### src/rtl/jstk_pkg.sv
// Shared types and constants for the PMOD JSTK poll scheduler.
package jstk_pkg;

   typedef enum logic [2:0] {
      IDLE,
      CSLO,
      SHIFT,
      GAP,
      DONE
   } jstk_state_t;

   localparam int         JSTK_NBYTES  = 5;
   localparam logic [9:0] JSTK_CENTER  = 10'd512;
   localparam logic [5:0] JSTK_LED_CMD = 6'b100000;

   function automatic logic [7:0] jstk_cmd_byte(input logic [1:0] led);
      return {JSTK_LED_CMD, led};
   endfunction

endpackage

### src/rtl/spi_byte_xfer.sv
// One SPI mode-0 byte: SCLK low half first, MOSI updated on the falling edge,
// MISO sampled on the rising edge, MSB first; done pulses after the last fall.
module spi_byte_xfer #(
   parameter int SCLK_HALF = 33
) (
   input  logic       clk,
   input  logic       rst,
   input  logic       start,
   input  logic [7:0] tx,
   input  logic       miso,
   output logic [7:0] rx,
   output logic       done,
   output logic       sclk,
   output logic       mosi
);

   localparam int HW = (SCLK_HALF > 1) ? $clog2(SCLK_HALF) : 1;

   logic          active_q, active_d;
   logic          sclk_q, sclk_d;
   logic          mosi_q, mosi_d;
   logic          done_q, done_d;
   logic [6:0]    sh_q, sh_d;
   logic [7:0]    rx_q, rx_d;
   logic [2:0]    bit_q, bit_d;
   logic [HW-1:0] half_q, half_d;

   always_comb begin
      active_d = active_q;
      sclk_d   = sclk_q;
      mosi_d   = mosi_q;
      done_d   = 1'b0;
      sh_d     = sh_q;
      rx_d     = rx_q;
      bit_d    = bit_q;
      half_d   = half_q;
      if (start) begin
         active_d = 1'b1;
         sclk_d   = 1'b0;
         mosi_d   = tx[7];
         sh_d     = tx[6:0];
         bit_d    = 3'd0;
         half_d   = '0;
      end else if (active_q) begin
         if (half_q == HW'(SCLK_HALF - 1)) begin
            half_d = '0;
            if (!sclk_q) begin
               sclk_d = 1'b1;
               rx_d   = {rx_q[6:0], miso};
            end else begin
               sclk_d = 1'b0;
               if (bit_q == 3'd7) begin
                  active_d = 1'b0;
                  done_d   = 1'b1;
                  mosi_d   = 1'b0;
               end else begin
                  bit_d  = bit_q + 3'd1;
                  mosi_d = sh_q[6];
                  sh_d   = {sh_q[5:0], 1'b0};
               end
            end
         end else begin
            half_d = half_q + 1'b1;
         end
      end
   end

   always_ff @(posedge clk or posedge rst) begin
      if (rst) begin
         active_q <= 1'b0;
         sclk_q   <= 1'b0;
         mosi_q   <= 1'b0;
         done_q   <= 1'b0;
         sh_q     <= '0;
         rx_q     <= '0;
         bit_q    <= '0;
         half_q   <= '0;
      end else begin
         active_q <= active_d;
         sclk_q   <= sclk_d;
         mosi_q   <= mosi_d;
         done_q   <= done_d;
         sh_q     <= sh_d;
         rx_q     <= rx_d;
         bit_q    <= bit_d;
         half_q   <= half_d;
      end
   end

   assign sclk = sclk_q;
   assign mosi = mosi_q;
   assign rx   = rx_q;
   assign done = done_q;

endmodule

### src/rtl/jstk_poll_sched.sv
// Periodic PMOD JSTK poller on a shared SPI bus. Define JSTK_DUAL_EN to serve
// two joysticks round-robin; otherwise only joystick 0 is polled.
module jstk_poll_sched
   import jstk_pkg::*;
#(
   parameter int SCLK_HALF   = 33,
   parameter int CS_SETUP    = 975,
   parameter int BYTE_GAP    = 650,
   parameter int POLL_PERIOD = 650000
) (
   input  logic       clk,
   input  logic       rst,
   input  logic       miso,
   output logic       sclk,
   output logic       mosi,
   output logic       cs0,
   output logic       cs1,
   input  logic [1:0] led0,
   input  logic [1:0] led1,
   output logic [9:0] x0,
   output logic [9:0] y0,
   output logic [2:0] btn0,
   output logic       valid0,
   output logic [9:0] x1,
   output logic [9:0] y1,
   output logic [2:0] btn1,
   output logic       valid1,
   output logic       busy
);

`ifdef JSTK_DUAL_EN
   localparam int NDEV = 2;
`else
   localparam int NDEV = 1;
`endif
   localparam int TW   = $clog2(POLL_PERIOD);
   localparam int CMAX = (CS_SETUP > BYTE_GAP) ? CS_SETUP : BYTE_GAP;
   localparam int CW   = $clog2(CMAX + 1);

   jstk_state_t   state_q, state_d;
   logic [CW-1:0] cnt_q, cnt_d;
   logic [2:0]    idx_q, idx_d;
   logic          dev_q, dev_d;
   logic          pending_q, pending_d;
   logic [TW-1:0] timer_q, timer_d;
   logic [1:0]    cs_q, cs_d;
   logic          busy_q, busy_d;
   logic [7:0]    rxb_q [JSTK_NBYTES];
   logic [7:0]    rxb_d [JSTK_NBYTES];

   logic          tick;
   logic          xfer_start;
   logic [7:0]    xfer_tx;
   logic [7:0]    xfer_rx;
   logic          xfer_done;
   logic [1:0]    led_sel;

`ifdef JSTK_DUAL_EN
   assign led_sel = dev_q ? led1 : led0;
`else
   assign led_sel = led0;
`endif

   assign tick = (timer_q == TW'(POLL_PERIOD - 1));

   // The SCLK low half of the first bit counts toward the CS setup time.
   always_comb begin
      state_d    = state_q;
      cnt_d      = cnt_q;
      idx_d      = idx_q;
      dev_d      = dev_q;
      cs_d       = cs_q;
      busy_d     = busy_q;
      rxb_d      = rxb_q;
      timer_d    = tick ? '0 : timer_q + 1'b1;
      pending_d  = pending_q | tick;
      xfer_start = 1'b0;
      xfer_tx    = 8'h00;
      case (state_q)
         IDLE: begin
            if (pending_q || tick) begin
               pending_d = 1'b0;
               cs_d      = dev_q ? 2'b01 : 2'b10;
               busy_d    = 1'b1;
               cnt_d     = '0;
               state_d   = CSLO;
            end
         end
         CSLO: begin
            if (cnt_q == CW'(CS_SETUP - SCLK_HALF - 1)) begin
               xfer_start = 1'b1;
               xfer_tx    = jstk_cmd_byte(led_sel);
               idx_d      = 3'd0;
               state_d    = SHIFT;
            end else begin
               cnt_d = cnt_q + 1'b1;
            end
         end
         SHIFT: begin
            if (xfer_done) begin
               rxb_d[idx_q] = xfer_rx;
               if (idx_q == 3'(JSTK_NBYTES - 1)) begin
                  cs_d    = 2'b11;
                  busy_d  = 1'b0;
                  state_d = DONE;
               end else begin
                  cnt_d   = '0;
                  state_d = GAP;
               end
            end
         end
         GAP: begin
            if (cnt_q == CW'(BYTE_GAP - 1)) begin
               xfer_start = 1'b1;
               idx_d      = idx_q + 3'd1;
               state_d    = SHIFT;
            end else begin
               cnt_d = cnt_q + 1'b1;
            end
         end
         DONE: begin
`ifdef JSTK_DUAL_EN
            dev_d = ~dev_q;
`endif
            state_d = IDLE;
         end
         default: state_d = IDLE;
      endcase
   end

   always_ff @(posedge clk or posedge rst) begin
      if (rst) begin
         state_q   <= IDLE;
         cnt_q     <= '0;
         idx_q     <= '0;
         dev_q     <= 1'b0;
         pending_q <= 1'b0;
         timer_q   <= '0;
         cs_q      <= 2'b11;
         busy_q    <= 1'b0;
         rxb_q     <= '{default: 8'h00};
      end else begin
         state_q   <= state_d;
         cnt_q     <= cnt_d;
         idx_q     <= idx_d;
         dev_q     <= dev_d;
         pending_q <= pending_d;
         timer_q   <= timer_d;
         cs_q      <= cs_d;
         busy_q    <= busy_d;
         rxb_q     <= rxb_d;
      end
   end

   spi_byte_xfer #(
      .SCLK_HALF(SCLK_HALF)
   ) u_xfer (
      .clk  (clk),
      .rst  (rst),
      .start(xfer_start),
      .tx   (xfer_tx),
      .miso (miso),
      .rx   (xfer_rx),
      .done (xfer_done),
      .sclk (sclk),
      .mosi (mosi)
   );

   // Outputs copy the completed rx buffer in the cycle after CS release.
   for (genvar gi = 0; gi < NDEV; gi++) begin : g_dev
      logic [9:0] x_q, x_d, y_q, y_d;
      logic [2:0] btn_q, btn_d;
      logic       valid_q, valid_d;
      logic       hit;

      assign hit = (state_q == DONE) && (dev_q == 1'(gi));

      always_comb begin
         x_d     = x_q;
         y_d     = y_q;
         btn_d   = btn_q;
         valid_d = hit;
         if (hit) begin
            x_d   = {rxb_q[1][1:0], rxb_q[0]};
            y_d   = {rxb_q[3][1:0], rxb_q[2]};
            btn_d = rxb_q[4][2:0];
         end
      end

      always_ff @(posedge clk or posedge rst) begin
         if (rst) begin
            x_q     <= JSTK_CENTER;
            y_q     <= JSTK_CENTER;
            btn_q   <= 3'b000;
            valid_q <= 1'b0;
         end else begin
            x_q     <= x_d;
            y_q     <= y_d;
            btn_q   <= btn_d;
            valid_q <= valid_d;
         end
      end
   end

   assign cs0    = cs_q[0];
   assign busy   = busy_q;
   assign x0     = g_dev[0].x_q;
   assign y0     = g_dev[0].y_q;
   assign btn0   = g_dev[0].btn_q;
   assign valid0 = g_dev[0].valid_q;

`ifdef JSTK_DUAL_EN
   logic unused_rx_bits;
   assign unused_rx_bits = ^{rxb_q[1][7:2], rxb_q[3][7:2], rxb_q[4][7:3]};
   assign cs1    = cs_q[1];
   assign x1     = g_dev[1].x_q;
   assign y1     = g_dev[1].y_q;
   assign btn1   = g_dev[1].btn_q;
   assign valid1 = g_dev[1].valid_q;
`else
   logic unused_rx_bits;
   assign unused_rx_bits = ^{rxb_q[1][7:2], rxb_q[3][7:2], rxb_q[4][7:3], led1, cs_q[1]};
   assign cs1    = 1'b1;
   assign x1     = JSTK_CENTER;
   assign y1     = JSTK_CENTER;
   assign btn1   = 3'b000;
   assign valid1 = 1'b0;
`endif

   a_one_cs: assert property (@(posedge clk) disable iff (rst) (cs_q != 2'b00));

endmodule
### config.mk
export PLATFORM = sky130hd
export DESIGN_NAME = jstk_poll_sched
export DESIGN_NICKNAME = d
export VERILOG_FILES = /design/src/rtl/jstk_pkg.sv /design/src/rtl/spi_byte_xfer.sv /design/src/rtl/jstk_poll_sched.sv
export SDC_FILE = /design/constraint.sdc
export NUM_CORES = 1
export LEC_CHECK = 0
export ABC_CLOCK_PERIOD_IN_PS = 2970
export BUFFER_PORTS_ARGS = -buffer_cell sky130_fd_sc_hd__buf_2
export CAP_MARGIN = 25
export CORE_ASPECT_RATIO = 0.8
export CORE_UTILIZATION = 40
export DETAILED_ROUTE_END_ITERATION = 7
export SYNTH_ARGS = -nofsm -noshare
export SYNTH_HDL_FRONTEND = slang
export SYNTH_HIERARCHICAL = 1
export SYNTH_SLANG_ARGS = --single-unit
### constraint.sdc
create_clock -name clk -period 2.97 [get_ports clk]
set_input_delay 0.7425 -clock clk [delete_from_list [all_inputs] [get_ports clk]]
set_output_delay 0.7425 -clock clk [all_outputs]
set_load 0.05 [all_outputs]
======== Yosys cells after proc, flatten, opt, wreduce, memory -nomap -nowiden ========
Index checks and enable logic that the tools add are counted.
storage, ports and cells
  bits in registers ....................... 131
  input bits .............................. 7
  logic and storage cells ................. 138
cells by class
  $add $sub $neg .......................... 5
  order comparisons ....................... 2
  equal/unequal tests ..................... 19
  muxes and demuxes ....................... 66
  bitwise gates (word level) .............. 4
  reductions and logical operators ........ 18
operators with widths
  operator                                                                count
  10-bit two-way mux                                                      5
  40-bit bitwise mux                                                      1
  10-bit case mux with 4 select lines                                     1
  3-bit two-way mux                                                       12
  7-bit two-way mux                                                       5
  1-bit two-way mux                                                       29
  8-bit demux with 3-bit select                                           1
  8-bit two-way mux                                                       3
  20-bit by 1-bit adder with 20-bit output (second input constant)        1
  10-bit equality test (second input constant)                            2
  20-bit equality test (second input constant)                            1
  20-bit two-way mux                                                      1
  6-bit two-way mux                                                       3
  4-bit AND reduction                                                     4
  2-bit != test (second input constant)                                   7
  3-bit case mux with 4 select lines                                      1
  10-bit by 1-bit adder with 10-bit output (second input constant)        1
  2-bit nonzero test                                                      5
  3-bit equality test (second input constant)                             3
  3-bit by 1-bit adder with 3-bit output (second input constant)          2
  6-bit by 1-bit adder with 6-bit output (second input constant)          1
  3-bit by 2-bit equality test with 1-bit output (second input constant)  2
  6-bit equality test (second input constant)                             1
  1-bit case mux with 2 select lines                                      3
  other kinds (15)                                                        19

======== Logic depth before layout (Yosys ltp) ========
Gate-level depths: netlist of run 1.
  depth after elaboration ................. 6
  gate-level depth with buffers ........... 10

======== Hierarchy ========
Netlist of run 1, hierarchy kept.
by module, submodules not included
  module           instances  cells each  area an instance (µm²)  seq. area each (µm²)
  jstk_poll_sched  1          330         3,926.3                 2,155.8
  spi_byte_xfer    1          135         1,433.9                 700.7

======== Least setup slack after synthesis of run 1 ========
Ideal clock, no wire load.
  path type ............................... reg-to-reg
  start ................................... register timer_q[6]
  end ..................................... register cnt_q[2]
  data arrival time ....................... 2.349 ns
  required time ........................... 2.844 ns
  path slack .............................. 0.495 ns
  stages on the path, launching flop included .. 7
  buffers on the path ..................... 1
  path through ............................ dfrtp_1 > or4b_1 > or4_4 > nor4_4 > o211ai_2 > buf_6 > a221o_1
on the way
  cells in the longest elaborated chain, start to end .. 4
RTL lines
  item                           line                    source
  from (decl)                    jstk_poll_sched.sv:45   logic [TW-1:0] timer_q, timer_d;
  from (signal assigned)         jstk_poll_sched.sv:148  timer_q <= timer_d;
  20-bit equality test           jstk_poll_sched.sv:64   assign tick = (timer_q == TW'(POLL_PERIOD - 1));
  1-bit logical OR               jstk_poll_sched.sv:81   if (pending_q || tick) begin
  2-bit != test (no line)        -
  6-bit AND reduction (no line)  -
  to (signal assigned)           jstk_poll_sched.sv:144  cnt_q <= cnt_d;
  to (decl)                      jstk_poll_sched.sv:41   logic [CW-1:0] cnt_q, cnt_d;
Every way passes these cells.
A chain may end at the register's enable or synchronous reset.

======== Final worst setup path of run 1 ========
Ends and elaborated chain as after synthesis.

==> reports/metrics.cfg, run 1 <==
[clock_network]
cts_resized = 0
htree_num_levels = 4
post-cts-setup-buffer-count = 0
cts-hold-fix-buffers = 0
cts_tree = yes
cts.path.max_buffers = 2
clk_pin_slew_ns = 0.05
clk-insertion-delay-late_ns = 0.40
numCtsBuffers = 17
cts_sinks = 114
root_buffer = clkbuf_16

[timing]
clock.fmax_mhz = 392
period_needed_ns = 2.55
period_share_pct = 85.9
finClkSkew_ns = 0.0101
hold_viol_final = 0
fin_tns_setup_ns = 0
hold_slack_ns = 0.419
maxSlewHeadroom_pct = 49.3
grt_setup_unrepaired = false
worst_pin_slew_ns = 0.755
setup_ws_ns = 0.420
setup_violations = 0
slew_viol_final = 0

[grt]
grt-busiest-layer = met2
grt_max_degree = 38
grt_usage_pct = 15.6
overflow = 0
antenna_found_initial = 0
met3_usage_pct = 3.80
use_met1_pct = 21.8
first_global_vias = 3517
use_met2_pct = 23.1
grt_first_pass_wirelength_um = 17100

[final_layout]
syn_to_final_growth_pct = 16.2
nNetsFinal = 529
final_layout_size_suffix_gt1_share_pct = 27.4
design_area_um2 = 6230
layout_common_cells = dfrtp_1 (111), mux2_2 (56), buf_2 (32), nand2_1 (30), conb_1 (30)
n_antenna_cell = 0
layout_commonest_cell = dfrtp_1

[synthesis]
async_reset_ff_share_pct = 100
synth-edff-count = 0
yosysSeqAreaShare_pct = 53.3
netlist_area_um2 = 5360
synthCells = 465
synth_seq_cells = 114
synth_top_flop_cell = dfrtp_1
netlist_top_cells_area = dfrtp_1 (52%), mux2_2 (12%), buf_4 (3.6%)
synth.avg_cell_area_um2 = 11.5
synth.distinct_cells = 54
synth_top_area_share_pct = 51.8
yosys_warnings = 6
synth.largest_area_cell = dfrtp_1

[placed_design]
pre_cts_ws_ns = 0.405
gp_congestion = 0.766
post_dp_cell_area_um2 = 5670
io_buffer_count = 32
dp_hpwl_um = 6540

[floorplan]
fp.dieH_um = 106
io_pins = 60
num_rows = 37
coreArea_um2 = 13000
die_w_um = 131
start_util_pct = 41.4
dieArea_um2 = 13900

[min_path]
hold_path_class = input pin to asynchronous set/reset pin

[drt]
vias_per_cell = 5.04
drc_errors = 0
ant_nets = 0
num_vias = 3530
drt_wl_total_um = 9750
routedWlPerCell_um = 13.9
drt_iter0_drc = 131
firstDrtPassIters = 6

[worst_setup_path]
start_kind = register
required_ns = 3.25
path_max_fanout = 11
path_class = register to register
critPathCaptureType = register
critPathArrivalTime_ns = 2.83

[power]
p_leak_nw = 3.05
peakVddDrop_mv = 0.392
p_per_area_nw_per_um2 = 570

[run_status]
status = completed

[run]
maxCapViolCount = 0

layout make-up:
cell class,instances,area (um^2)
multi-input combinational,320,2270
clock inverter,10,85.1
sequential,114,2860
tap,175,219
timing repair buffer,43,255
clock buffer,21,470
fill,1175,6740
inverter,17,65.1
metal layers:
metal	vias up	part of all wire [%]	wire length, um
met5	-	0	0
met4	0	0.54	53
met3	5	2.7	262
met2	60	46	4460
met1	1776	51	4970
li1	1689	-	-
stage by stage:
step / cells / util (%) / power, W
2_1_floorplan: 493 / - / 0.00170
3_3_place_gp: 669 / 43.7 / 0.00169
3_5_place_dp: 669 / 43.7 / 0.00169
4_1_cts: 700 / 48.0 / 0.00359
5_1_grt: 700 / 48.0 / 0.00367
6_report: 700 / 48.0 / 0.00355
logic make-up after synthesis:
family | count (synthesis) | synth area share (%)
AOI/OAI and AO/OA | 50 | 6.42
DFF | 114 | 53.3
other | 2 | 0.140
muxes | 57 | 12.0
xor gates and xnor gates | 22 | 3.59
adders and majority gates | 9 | 2.10
and+or+nand+nor | 152 | 16.2
buffers and inverters | 59 | 6.33
Yosys cell counts (all sizes together) (8+ instances only):
master,n
ha,9
dfrtp,111
nand4,12
xor2,17
nor3,13
inv,17
buf,33
nand2,30
o21ai,15
a21oi,8
clkbuf,9
nor2b,10
nand3,27
nor2,27
mux2,56
worst max-delay path: stages, from the launching register on:
cell	delay (ns)
dfrtp_1	0.41
or4b_1	0.53
or4_4	0.54
nor4_4	0.26
o211ai_2	0.25
a221o_1	0.42
state kept, by name (all words and copies together), names as in the netlist:
name             flops
x0                  10
u_xfer/sh_q          7
u_xfer/bit_q         3
timer_q             20
u_xfer/active_q      1
u_xfer/sclk          1
rxb_q               23
state_q              3
pending_q            1
idx_q                3
cs_q                 1
u_xfer/half_q        6
u_xfer/rx            8
btn0                 3
u_xfer/done          1
valid0               1
cnt_q               10
y0                  10
busy                 1
u_xfer/mosi          1
report_power, final:
group          internal (W)  leakage [nW]  switching, W
Clock               0.00120         0.267      0.000683
Combinational    0.00000706          1.24      0.000101
Sequential          0.00156          1.54    0.00000159
Total               0.00277          3.05      0.000785
final timing paths:
check	from	end	slack, ns	depth (start not counted)
max reg2reg	timer_q[6]$_DFF_PP0_	cnt_q[2]$_DFFE_PP0P_	0.42	5
max	timer_q[6]$_DFF_PP0_	cnt_q[2]$_DFFE_PP0P_	0.42	5
min	rst	x0[3]$_DFFE_PP0P_	0.42	2
min in group clk	timer_q[19]$_DFF_PP0_	timer_q[19]$_DFF_PP0_	0.49	1
max in group asynchronous	rst	x0[9]$_DFFE_PP1P_	1.84	3
min reg2reg	timer_q[19]$_DFF_PP0_	timer_q[19]$_DFF_PP0_	0.49	1
Power figures use the tool's default switching activity.
==> run 2, diff against run 1 <==
ABC_CLOCK_PERIOD_IN_PS = 2300   (was 2970)
CAP_MARGIN = 20   (was 25)
clock period = 2.3 ns   (was 2.97 ns; I/O delays follow)
==> run 2 against run 1 <==
  * The flow now finishes with violations (setup timing)
  * Count of clock-buffer cells in the layout shrank 1
  * Critical endpoint unchanged
  * Non-clock buffer count is 32 higher
  * Cell area up 5.2%
  * Hold slack got worse by 0.26 ns
  * Sequential power grew 29%
  * Core utilization grew 2.5 points
  * Flip-flop and latch count did not move
  * Register-to-register slack lost 0.44 ns
==> reports/metrics.cfg, run 2 (same netlist as run 1, synthesis figures left out) <==
[run_status]
status = finished, violations left  ; was completed
violations = setup timing

[clock_network]
root_buffer = clkbuf_16  ; unchanged
cts_tree = yes  ; unchanged
htree_num_levels = 4  ; unchanged
cts_sinks = 114  ; unchanged
cts-hold-fix-buffers = 0  ; unchanged
numCtsBuffers = 17  ; unchanged
clk_pin_slew_ns = 0.06  ; was 0.05 ns
cts.path.max_buffers = 2  ; unchanged
clk-insertion-delay-late_ns = 0.41  ; was 0.40 ns

[power]
seqPwrFrac_pct = 40.8  ; was 43.9%
clockPowerShare_pct = 56.3  ; was 53.1%
p_int_w = 0.00386  ; was 0.00277 W
p_comb_share_pct = 2.9  ; was 3.0%
swShare_pct = 21.6  ; was 22.1%
p_switching_w = 0.00107  ; was 0.000785 W
peakVddDrop_mv = 0.531  ; was 0.392 mV
p_leak_nw = 3.22  ; was 3.05 nW
p_per_area_nw_per_um2 = 752  ; was 570 nW/um^2

[final_layout]
final_layout_size_suffix_gt1_share_pct = 31.9  ; was 27.4%
design_area_um2 = 6550  ; was 6230 um^2
syn_to_final_growth_pct = 22.2  ; was 16.2%
nNetsFinal = 561  ; was 529
largest_reg_flops = 23  ; unchanged
layout_commonest_cell = dfrtp_1  ; unchanged
top_register = rxb_q  ; unchanged
largestRegisters = rxb_q (23), timer_q (20)  ; unchanged
n_antenna_cell = 0  ; unchanged
layout_common_cells = dfrtp_1 (111), mux2_2 (56), buf_4 (41), buf_2 (32)  ; was dfrtp_1 (111), mux2_2 (56), buf_2 (32), nand2_1 (30), conb_1 (30)

[drt]
firstDrtPassIters = 4  ; was 6
routedWlPerCell_um = 14.2  ; was 13.9 um
vias_per_cell = 4.94  ; was 5.04
num_vias = 3621  ; was 3530
drt_wl_total_um = 10400  ; was 9750 um
drc_errors = 0  ; unchanged
ant_nets = 0  ; unchanged
drt_iter0_drc = 196  ; was 131

[worst_setup_path]
rr_worst_depth = 5  ; unchanged
r2r-start = timer_q[12]$_DFF_PP0_  ; was timer_q[6]$_DFF_PP0_
critPathArrivalTime_ns = 2.61  ; was 2.83 ns
required_ns = 2.59  ; was 3.25 ns
cp_slowest_stage_delay_ns = 0.54  ; about the same
start_kind = register  ; unchanged
crit_slowest_cell = or4_4  ; unchanged
cp_cell_sequence = or4b_1, or4_4, nor4_4, o211ai_4, a221o_1  ; was or4b_1, or4_4, nor4_4, o211ai_2, a221o_1
critPathLaunch = timer_q[12]$_DFF_PP0_  ; was timer_q[6]$_DFF_PP0_
path_class = register to register  ; unchanged
critPathCaptureType = register  ; unchanged
ff2ff_setup_slack_ns = -0.02  ; was 0.42 ns
r2r-end = cnt_q[2]$_DFFE_PP0P_  ; unchanged
endpoint = cnt_q[2]$_DFFE_PP0P_  ; unchanged
path_max_fanout = 6  ; was 11

[timing]
worst_pin_slew_ns = 0.550  ; was 0.755 ns
setup_violations = 8  ; was 0
finClkSkew_ns = 0.00878  ; was 0.0101 ns
maxSlewHeadroom_pct = 63.2  ; was 49.3%
fin_tns_setup_ns = -0.117  ; was 0 ns
hold_viol_final = 0  ; unchanged
slew_viol_final = 0  ; unchanged
grt_setup_unrepaired = true  ; was false
period_needed_ns = 2.32  ; was 2.55 ns
clock.fmax_mhz = 430  ; was 392 MHz
period_share_pct = 101  ; was 85.9%
setup_ws_ns = -0.0241  ; was 0.420 ns

[floorplan]
fp.dieH_um = 106  ; unchanged
dieArea_um2 = 13900  ; unchanged
coreArea_um2 = 13000  ; unchanged
io_pins = 60  ; unchanged
num_rows = 37  ; unchanged
die_w_um = 131  ; unchanged
start_util_pct = 41.4  ; unchanged

[grt]
grt_usage_pct = 16.5  ; was 15.6%
overflow = 0  ; unchanged
first_global_vias = 3643  ; was 3517
antenna_found_initial = 0  ; unchanged
grt_first_pass_wirelength_um = 17900  ; was 17100 um
grt_max_degree = 29  ; was 38

[run]
maxCapViolCount = 0  ; unchanged

[placed_design]
io_buffer_count = 32  ; unchanged
dp_hpwl_um = 7120  ; was 6540 um
post_dp_cell_area_um2 = 5870  ; was 5670 um^2
gp_congestion = 0.773  ; was 0.766

[min_path]
hold_path_class = input pin to asynchronous set/reset pin  ; unchanged

## run 2: cell type report
| class | count | area (um^2) |
|---|---|---|
| clock buffer | 20 | 447 |
| fill | 1142 | 6410 |
| multi-input combinational | 320 | 2290 |
| clock inverter | 12 | 180 |
| tap | 175 | 219 |
| inverter | 17 | 67.6 |
| timing repair buffer | 75 | 490 |
| sequential | 114 | 2860 |
## run 2: routing by layer
layer  routed length [um]  up-vias  track usage, %  part of all wire, %
met1                 5160     1805            22.6                   50
met2                 4790       62            24.5                   46
met4                   91        0            6.23                 0.88
li1                     -     1748               -                    -
met3                  347        6            5.10                  3.3
met5                    0        -               0                    0
## run 2: worst max-delay path: cells and delay by family, from the launching register on
family | cells | cell delay [ns]
simple gates | 3 | 1.32
flops | 1 | 0.37
compound gates | 2 | 0.51
## run 2: worst min path at each step
stage | cells after the start | endpoint
after floorplan | 1 | timer_q[19]$_DFF_PP0_
after global placement | 1 | btn0[0]$_DFFE_PP0P_
after detailed placement | 1 | x0[2]$_DFFE_PP0P_
after CTS | 2 | rxb_q[39]$_DFFE_PP0P_
after global routing | 2 | rxb_q[39]$_DFFE_PP0P_
final | 2 | rxb_q[39]$_DFFE_PP0P_
## run 2: through the flow
stage	utilization (%)	setup slack (ns)	total power, W	std cells	hold WS (ns)
CTS	50.5	-0.0382	0.00499	733	0.152
global placement	45.3	-0.0386	0.00219	697	0.484
finish	50.5	-0.0241	0.00493	733	0.157
detailed placement	45.3	-0.0638	0.00219	697	0.490
global route	50.5	-0.0934	0.00507	733	0.163
floorplan	-	-0.0979	0.00220	493	0.438
## run 2: repair_timing
item,in CTS,in global routing
setup buffers,4,0
pin swaps,4,4
endpoints found under the setup margin,10,25
resized for setup,3,3
## run 2: power groups by stage
stage                     logic (W)  registers, W  clock network, W
final                      0.000141       0.00201           0.00278
after CTS                  0.000144       0.00201           0.00283
after global placement     0.000142       0.00204                 0
after detailed placement   0.000143       0.00205                 0
after floorplan            0.000153       0.00204                 0
after global routing       0.000154       0.00201           0.00291
